$ cat config.mk
export PLATFORM = sky130hd
export DESIGN_NAME = p2s_rr_scheduler_flat
export DESIGN_NICKNAME = d
export VERILOG_FILES = /design/src/rtl/p2s_rr_scheduler_if.sv /design/src/rtl/p2s_rr_scheduler.sv /design/src/flat_wrapper.sv
export SDC_FILE = /design/constraint.sdc
export NUM_CORES = 1
export LEC_CHECK = 0
export ABC_AREA = 1
export CAP_MARGIN = 0
export CORE_MARGIN = 1.5
export CORE_UTILIZATION = 50
export DETAILED_ROUTE_END_ITERATION = 10
export DONT_BUFFER_PORTS = 1
export PLACE_DENSITY_LB_ADDON = 0.15
export SLEW_MARGIN = 20
export SYNTH_ARGS = -nofsm -noshare
export SYNTH_HDL_FRONTEND = slang
export SYNTH_SLANG_ARGS = --single-unit
$ cat constraint.sdc
create_clock -name clk -period 3.7 [get_ports clk]
set_clock_uncertainty 0.2 [all_clocks]
set_input_delay 0.74 -clock clk [delete_from_list [all_inputs] [get_ports clk]]
set_output_delay 0.74 -clock clk [all_outputs]
set_load 0.02 [all_outputs]
$ cat src/rtl/p2s_rr_scheduler_if.sv
// Requester/serializer bundle for p2s_rr_scheduler: the master side (requesters + serializer)
// drives words and the completed flag, and the slave side (scheduler) drives grants and load.
interface p2s_rr_scheduler_if #(
  parameter int NUM_REQ    = 4,
  parameter int DATA_WIDTH = 4
);
  localparam int IW = (NUM_REQ > 1) ? $clog2(NUM_REQ) : 1;

  logic [NUM_REQ-1:0]            req_valid;
  logic [NUM_REQ*DATA_WIDTH-1:0] req_data;
  logic [NUM_REQ-1:0]            req_ready;
  logic                          ser_load;
  logic [DATA_WIDTH-1:0]         ser_parin;
  logic                          ser_completed;
  logic                          busy;
  logic                          frame_done;
  logic [IW-1:0]                 frame_id;
  logic                          timeout_err;

  modport master (
    output req_valid, req_data, ser_completed,
    input  req_ready, ser_load, ser_parin, busy, frame_done, frame_id, timeout_err
  );

  modport slave (
    input  req_valid, req_data, ser_completed,
    output req_ready, ser_load, ser_parin, busy, frame_done, frame_id, timeout_err
  );
endinterface

$ cat src/rtl/p2s_rr_scheduler.sv
// Round-robin scheduler sharing one parallel-to-serial serializer between NUM_REQ requesters.
// Optional SHIFT-state watchdog enabled by defining P2S_SCHED_TIMEOUT_EN.
module p2s_rr_scheduler #(
  parameter int NUM_REQ     = 4,
  parameter int DATA_WIDTH  = 4,
  parameter int TIMEOUT_CYC = 16
) (
  input  logic              clk,
  input  logic              reset,
  p2s_rr_scheduler_if.slave bus,
  output logic [1:0]        fsm_state
);
  localparam int IW = (NUM_REQ > 1) ? $clog2(NUM_REQ) : 1;

  typedef enum logic [1:0] {
    IDLE  = 2'd0,
    LOAD  = 2'd1,
    SHIFT = 2'd2
  } state_t;

  state_t                state;
  logic [IW-1:0]         last_grant;
  logic                  found;
  logic [IW-1:0]         winner;
  logic [NUM_REQ-1:0]    grant;
  logic [DATA_WIDTH-1:0] win_data;
  int                    idx;

  // Handshake: in IDLE only, req_ready is the one-hot of the round-robin winner and is
  // raised only while that requester's req_valid is high; the word transfers on the
  // clock edge where valid & ready, after which the requester may drop or change it.
  always_comb begin
    found    = 1'b0;
    winner   = '0;
    grant    = '0;
    win_data = '0;
    idx      = 0;
    for (int off = 1; off <= NUM_REQ; off++) begin
      idx = int'(last_grant) + off;
      if (idx >= NUM_REQ) idx = idx - NUM_REQ;
      if (!found && bus.req_valid[idx]) begin
        found      = 1'b1;
        winner     = IW'(idx);
        grant[idx] = 1'b1;
        win_data   = bus.req_data[idx*DATA_WIDTH +: DATA_WIDTH];
      end
    end
  end

  assign bus.req_ready = (state == IDLE) ? grant : '0;
  assign bus.busy      = (state != IDLE);
  assign fsm_state     = state;

`ifdef P2S_SCHED_TIMEOUT_EN
  localparam int TW = $clog2(TIMEOUT_CYC + 1);
  logic [TW-1:0] wd_cnt;
`else
  assign bus.timeout_err = 1'b0;
`endif

  always_ff @(posedge clk) begin
    if (reset) begin
      state          <= IDLE;
      last_grant     <= IW'(NUM_REQ - 1);
      bus.ser_load   <= 1'b0;
      bus.ser_parin  <= '0;
      bus.frame_done <= 1'b0;
      bus.frame_id   <= '0;
`ifdef P2S_SCHED_TIMEOUT_EN
      bus.timeout_err <= 1'b0;
      wd_cnt          <= '0;
`endif
    end else begin
      bus.ser_load   <= 1'b0;
      bus.frame_done <= 1'b0;
`ifdef P2S_SCHED_TIMEOUT_EN
      bus.timeout_err <= 1'b0;
`endif
      case (state)
        IDLE: begin
          if (found) begin
            bus.ser_parin <= win_data;
            bus.frame_id  <= winner;
            last_grant    <= winner;
            bus.ser_load  <= 1'b1;
            state         <= LOAD;
          end
        end
        LOAD: begin
          // SHIFT starts after the load edge so a stale completed is never sampled.
          state <= SHIFT;
`ifdef P2S_SCHED_TIMEOUT_EN
          wd_cnt <= '0;
`endif
        end
        SHIFT: begin
          if (bus.ser_completed) begin
            bus.frame_done <= 1'b1;
            state          <= IDLE;
          end
`ifdef P2S_SCHED_TIMEOUT_EN
          else if (wd_cnt == TW'(TIMEOUT_CYC - 1)) begin
            bus.timeout_err <= 1'b1;
            state           <= IDLE;
          end else begin
            wd_cnt <= wd_cnt + 1'b1;
          end
`endif
        end
        default: state <= IDLE;
      endcase
    end
  end
endmodule

$ cat src/flat_wrapper.sv
// flat-port wrapper written by rule: the top's interface ports become plain ports
module p2s_rr_scheduler_flat 
#(
  parameter int NUM_REQ     = 4,
  parameter int DATA_WIDTH  = 4,
  parameter int TIMEOUT_CYC = 16
)
  (clk, reset, fsm_state, bus_req_valid, bus_req_data, bus_ser_completed, bus_req_ready, bus_ser_load, bus_ser_parin, bus_busy, bus_frame_done, bus_frame_id, bus_timeout_err);
  p2s_rr_scheduler_if #(.NUM_REQ(NUM_REQ), .DATA_WIDTH(DATA_WIDTH)) bus_i ();
  input  logic clk;
  input  logic reset;
  output logic [1:0] fsm_state;
  input wire logic [$bits(bus_i.req_valid)-1:0] bus_req_valid;
  input wire logic [$bits(bus_i.req_data)-1:0] bus_req_data;
  input wire logic [$bits(bus_i.ser_completed)-1:0] bus_ser_completed;
  output wire logic [$bits(bus_i.req_ready)-1:0] bus_req_ready;
  output wire logic [$bits(bus_i.ser_load)-1:0] bus_ser_load;
  output wire logic [$bits(bus_i.ser_parin)-1:0] bus_ser_parin;
  output wire logic [$bits(bus_i.busy)-1:0] bus_busy;
  output wire logic [$bits(bus_i.frame_done)-1:0] bus_frame_done;
  output wire logic [$bits(bus_i.frame_id)-1:0] bus_frame_id;
  output wire logic [$bits(bus_i.timeout_err)-1:0] bus_timeout_err;
  assign bus_i.req_valid = bus_req_valid;
  assign bus_i.req_data = bus_req_data;
  assign bus_i.ser_completed = bus_ser_completed;
  assign bus_req_ready = bus_i.req_ready;
  assign bus_ser_load = bus_i.ser_load;
  assign bus_ser_parin = bus_i.ser_parin;
  assign bus_busy = bus_i.busy;
  assign bus_frame_done = bus_i.frame_done;
  assign bus_frame_id = bus_i.frame_id;
  assign bus_timeout_err = bus_i.timeout_err;
  p2s_rr_scheduler #(.NUM_REQ(NUM_REQ), .DATA_WIDTH(DATA_WIDTH), .TIMEOUT_CYC(TIMEOUT_CYC)) u_core (.clk(clk), .reset(reset), .bus(bus_i), .fsm_state(fsm_state));
endmodule
==> metrics.yaml, run 1 <==
power:
  p_total_mw: 1.60
  p_leak_nw: 0.869
  vdd_drop_max_mv: 0.474
  powerDensity_nw_per_um2: 1010
synthesis:
  synth.cell_area_um2: 1510
  synthFlopType: "dfxtp_1"
  ys.warnings.count: 0
  yosysMostFrequentCell: "nand2_1"
  synth.avg_cell_area_um2: 5.74
  synth_common_cells: "94 x nand2_1, 32 x inv_1, 24 x nand3_1"
  ys_ff_latch: 12
  syn-num-nets: 294
  netlist_instances: 263
  postSynth.asyncResetShare_pct: 0
  yosysUniqueCellTypes: 29
  yosysTopAreaCell: "nand2_1"
  synth_edf_count: 0
  synth_area_leaders: "nand2_1 23%, dfxtp_1 16%, nand3_1 8.0%"
  yosysSeqAreaShare_pct: 15.9
  synth_top_area_share_pct: 23.4
worst_setup_path:
  cp-start-kind: "register"
  cpPeakStageDelay_ps: 440
  arrival_ps: 2370
  r2r_end: "u_core.bus.ser_parin[1]"
  critical_path.endpoint_type: "output pin"
  crit_fanout: 12
  path_cells: "inv_1 -> ha_2 -> inv_1 -> nand3_2 -> nand2_4 -> inv_2 -> nand4_4 -> inv_2 -> nand2_1 -> a31oi_1 -> buf_4"
  r2r_slack_ps: 1390
  rr_worst_depth: 12
  r2r-start: "u_core.last_grant[0]"
  crit_type: "register to output pin"
  crit_slowest_cell: "ha_2"
  required_ps: 2760
floorplan:
  dieArea_um2: 3360
  initial_core_util_pct: 53.8
  rows: 19
  die_width_um: 58.0
  core_area_um2: 2810
  die_y_um: 58.0
  ios: 39
drt:
  via_per_inst: 5.23
  drc_errors: 4
  ant_nets: 0
  vias: 1549
  firstDrtPassIters: 7
  drtIter0Drc: 67
  totalWireLength_um: 3490
  wl_per_cell_um: 11.8
global_route:
  grt_pass1_vias: 1350
  antenna_found_initial: 0
  grt_pass1_wl_um: 5980
  grt_remaining_overflow: 0
  grt_usage_pct: 22.5
  grt_max_degree: 34
sta:
  hold_viol_final: 0
  setup-tns-final_ps: 0
  period_minus_slack_ps: 3310
  report.final.slew_viol_count: 0
  setup_viol: 0
  period_share_pct: 89.6
  fmax_mhz: 302
  rsz0062_at_grt: "no"
clock_network:
  root_buffer: "clkbuf_4"
  tritoncts: "yes"
  post_cts_buffers: 0
  clock-sinks: 12
  clk_latency_ps: 280
  h-tree-depth: 1
  clockBufferDepth: 2
  cts_made_buffers: 3
  clk_pin_slew_ps: 70
run_status:
  violations: "DRC"
  outcome: "finished with violations"
hold_path:
  holdPathEnd: "u_core.bus.ser_parin[2]"
  holdPathStages: 1
  min_from: "reset"
  hold_class: "primary input to register"
placement:
  portBuffers: 0
  dpl.hpwl_um: 2790
  postPlaceCellArea_um2: 1540
  place_congestion: 0.838
cells_and_area:
  finalNetCount: 297
  final_area_um2: 1580
  area_growth_pct: 4.56
  layout-drive-gt1-share_pct: 13.6
  antenna_cells: 0
  fillerInstances: 305
run:
  drv_cap: 0
critical path: cells and delay by family (launching register included):
| kind | cells | cell delay [ps] |
|---|---|---|
| buffers and inverters | 5 | 690 |
| AND/OR/NAND/NOR | 4 | 490 |
| adder cells (fa/ha/maj) | 1 | 440 |
| AO/OA/AOI/OAI | 1 | 140 |
| flip-flops | 1 | 330 |
how the worst max path moves through the flow:
stage,startpoint,endpoint,slack [ps],depth (start not counted)
CTS,u_core.last_grant[0],bus_req_ready[3],260,11
global placement,u_core.last_grant[1],bus_req_ready[3],650,11
floorplan,u_core.last_grant[1],bus_req_ready[3],590,11
global route,u_core.last_grant[1],bus_req_ready[3],120,11
detailed placement,u_core.last_grant[0],bus_req_ready[3],590,11
finish,u_core.last_grant[1],bus_req_ready[3],390,11
metrics by stage:
step	utilization (%)	setup slack, ps	hold WS (ps)	cells
after floorplan	-	586	330	263
after global placement	54.9	654	347	292
after detailed placement	54.9	592	350	292
after CTS	56.2	263	309	296
after global routing	56.3	122	293	296
final	56.3	385	322	296
layout make-up:
type / instances / area (um^2) / share of cell area [%]
multi-input combinational: 205 / 1070 / 67.7
sequential: 12 / 240 / 15.2
inverter: 36 / 135 / 8.56
timing repair buffer: 8 / 60.1 / 3.80
tap: 31 / 38.8 / 2.46
clock buffer: 4 / 36.3 / 2.30
sequential cells by signal, indices dropped and copies added (netlist names):
signal	flops
u_core.bus.ser_parin	4
u_core.bus.frame_id	2
u_core.fsm_state	2
u_core.last_grant	2
u_core.bus.frame_done	1
u_core.bus.ser_load	1
cells by family (layout without fill, tap and decap cells):
family                     after synthesis  in the layout  synth area share (%)
other                                    1              1                 0.248
DFF                                     12             12                  15.9
buffers and inverters                   46             48                  13.5
adders and majority gates                8              8                  6.63
AOI/OAI and AO/OA                       40             40                  14.2
and+or+nand+nor                        156            156                  49.5
what timing repair did:
item                       4_1_cts  5_1_grt
hold buffers                     0        0
setup endpoints to repair        0        1
gates resized for setup          0        1
per-layer routing:
metal / part of all wire [%] / GRT usage [%]
met1: 49 / 31.1
met2: 48 / 37.2
met3: 3.5 / 3.57
met4: 0 / 4.32
met5: 0 / 0
placed cells by master, fill, tap and decap left out, drive strengths merged, types with 2 or more instances in the layout:
cell type / instances
buf: 8
nand3: 29
ha: 8
nand2: 103
dfxtp: 12
nand4: 3
inv: 36
clkbuf: 4
a21oi: 11
nor2: 19
a31oi: 2
o21ai: 22
a22oi: 2
o211ai: 2
power breakdown:
| part | internal [mW] | switching, mW | leakage [nW] |
|---|---|---|---|
| clock | 0.0599 | 0.0457 | 0.0210 |
| combinational | 0.420 | 0.826 | 0.749 |
| sequential | 0.175 | 0.0703 | 0.0991 |
| total | 0.655 | 0.942 | 0.869 |
Note: power is estimated with default switching activity, not from simulation.
==> run 2, diff against run 1 <==
--- a/config.mk
+++ b/config.mk
@@ -7,7 +7,7 @@
 export LEC_CHECK = 0
 export ABC_AREA = 1
 export CAP_MARGIN = 0
-export CORE_MARGIN = 1.5
+export CORE_MARGIN = 2
 export CORE_UTILIZATION = 50
 export DETAILED_ROUTE_END_ITERATION = 10
 export DONT_BUFFER_PORTS = 1
==> metrics.yaml, run 2 (synthesis gave the netlist of run 1 again) <==
run_status:
  outcome: "finished with violations"
  violations: "DRC"
floorplan:
  rows: 19  # unchanged
  core_area_um2: 2810  # unchanged
  dieArea_um2: 3480  # +3.5%
  initial_core_util_pct: 53.8  # unchanged
  die_y_um: 59.0  # +1.7%
  ios: 39  # unchanged
  die_width_um: 59.0  # +1.7%
worst_setup_path:
  required_ps: 2760  # about the same
  crit_slowest_cell: "ha_2"
  cp_num_cells: 11  # unchanged
  worstSetupEndpoint: "bus_req_ready[3]"
  critPathBufInv: 5  # unchanged
  crit_family: "buffers and inverters"
  path_cells: "inv_1 -> ha_2 -> inv_1 -> nand3_2 -> nand2_4 -> inv_2 -> nand4_4 -> inv_2 -> nand2_1 -> a31oi_1 -> buf_4"
  arrival_ps: 2430  # +60 ps
  crit_fanout: 12  # unchanged
  r2r-start: "u_core.last_grant[0]"
  cp-start-kind: "register"
  rr_worst_depth: 12  # unchanged
  r2r_slack_ps: 1340  # -50 ps
  cp-startpoint: "u_core.last_grant[1]"
  r2r_end: "u_core.bus.ser_parin[1]"
  crit_type: "register to output pin"
  critical_path.endpoint_type: "output pin"
  cpPeakStageDelay_ps: 450  # about the same
sta:
  setup_viol: 0  # unchanged
  hold_viol_final: 0  # unchanged
  setup-tns-final_ps: 0  # unchanged
  report.final.slew_viol_count: 0  # unchanged
  holdWs_ps: 317  # -5.27 ps
  rsz0062_at_grt: "no"
  fmax_mhz: 297  # -1.6%
  fin_ws_ps: 332  # -52.9 ps
  period_minus_slack_ps: 3370  # +52.9 ps
  period_share_pct: 91.0  # +1.4 points
global_route:
  grt_remaining_overflow: 0  # unchanged
  grt_pass1_wl_um: 6310  # +5.7%
  grt_pass1_vias: 1425  # +5.6%
  grt_max_degree: 34  # unchanged
  grt_usage_pct: 23.0  # +0.54 points
  antenna_found_initial: 0  # unchanged
drt:
  firstDrtPassIters: 7  # unchanged
  totalWireLength_um: 3620  # +3.8%
  via_per_inst: 5.35  # +2.3%
  vias: 1585  # +2.3%
  wl_per_cell_um: 12.2  # +3.8%
  drtIter0Drc: 73  # +9.0%
  ant_nets: 0  # unchanged
  drc_errors: 2  # -2
cells_and_area:
  layout_commonest_cell: "nand2_1"
  antenna_cells: 0  # unchanged
  largest_reg_flops: 4  # unchanged
  area_growth_pct: 4.56  # unchanged
  layout_common_cells: "94 x nand2_1, 32 x inv_1, 24 x nand3_1"
  largest_register: "u_core.bus.ser_parin"
  finalNetCount: 297  # unchanged
  fillerInstances: 306  # +0.33%
  layout-drive-gt1-share_pct: 13.6  # unchanged
clock_network:
  cts_made_buffers: 3  # unchanged
  root_buffer: "clkbuf_4"
  h-tree-depth: 1  # unchanged
  hold_buffers: 0  # unchanged
  clockBufferDepth: 2  # unchanged
  tritoncts: "yes"
  post_cts_buffers: 0  # unchanged
  clock-sinks: 12  # unchanged
  clk_pin_slew_ps: 80  # about the same
  clk_latency_ps: 280  # about the same
placement:
  dpl.hpwl_um: 2800  # +0.36%
  portBuffers: 0  # unchanged
  place_congestion: 0.815  # -2.7%
  pre_cts_ws_ps: 576  # -15.4 ps
power:
  vdd_drop_max_mv: 0.500  # +5.7%
  powerDensity_nw_per_um2: 1020  # +0.66%
  p_leak_nw: 0.869  # unchanged
  p_total_mw: 1.61  # +0.66%
hold_path:
  hold_class: "primary input to register"
run:
  drv_cap: 0  # unchanged
-- run 2: cell counts in the layout (fill, tap and decap cells not counted) --
No cell type changed its count.
-- run 2: cell type report --
type,count,area (um^2),share of cell area (%)
tap,31,38.8,2.46
timing repair buffer,8,60.1,3.80
multi-input combinational,205,1070,67.7
sequential,12,240,15.2
inverter,36,135,8.56
clock buffer,4,36.3,2.30
-- run 2: per-stage QoR --
stage | area, um^2 | utilization (%) | std cells
finish | 1580 | 56.3 | 296
global route | 1580 | 56.3 | 296
CTS | 1580 | 56.2 | 296
detailed placement | 1540 | 54.9 | 292
global placement | 1540 | 54.9 | 292
floorplan | 1510 | - | 263
-- run 2: layer usage --
layer  share of wire, %  GRT usage, %
met1                 46          32.3
met2                 49          37.8
met3                4.2          4.40
met4               0.19          2.60
met5                  0             0
-- run 2: repair_timing --
action,CTS,global route
gates resized for setup,0,1
endpoints found under the setup margin,0,1
endpoints found under the hold margin,0,0
-- run 2: worst min-delay path by stage --
stage                                 start                      end  slack (ps)  depth (start not counted)
finish                                reset   u_core.bus.frame_id[1]         320                          1
global route                          reset   u_core.bus.frame_id[0]         300                          1
global placement    u_core.bus.ser_parin[3]  u_core.bus.ser_parin[3]         350                          2
floorplan               u_core.fsm_state[1]    u_core.bus.frame_done         330                          2
CTS                                   reset   u_core.bus.frame_id[1]         310                          1
detailed placement   u_core.bus.frame_id[1]   u_core.bus.frame_id[1]         350                          2
-- run 2: worst reg2reg max path, cell delays in order (launching register included) --
cell     delay (ps)
dfxtp_1         350
inv_2            40
ha_2            360
inv_1           300
nand3_2         160
nand2_4         210
inv_2           100
nand4_2         100
nand2_4         100
inv_2           140
nand2_1          60
nor2_1          110
nor2_1           40
-- run 2: report_power, final --
part           internal, mW  leakage, nW  switching, mW
combinational         0.420        0.749          0.837
clock                0.0599       0.0210         0.0449
sequential            0.176       0.0991         0.0698
total                 0.656        0.869          0.952
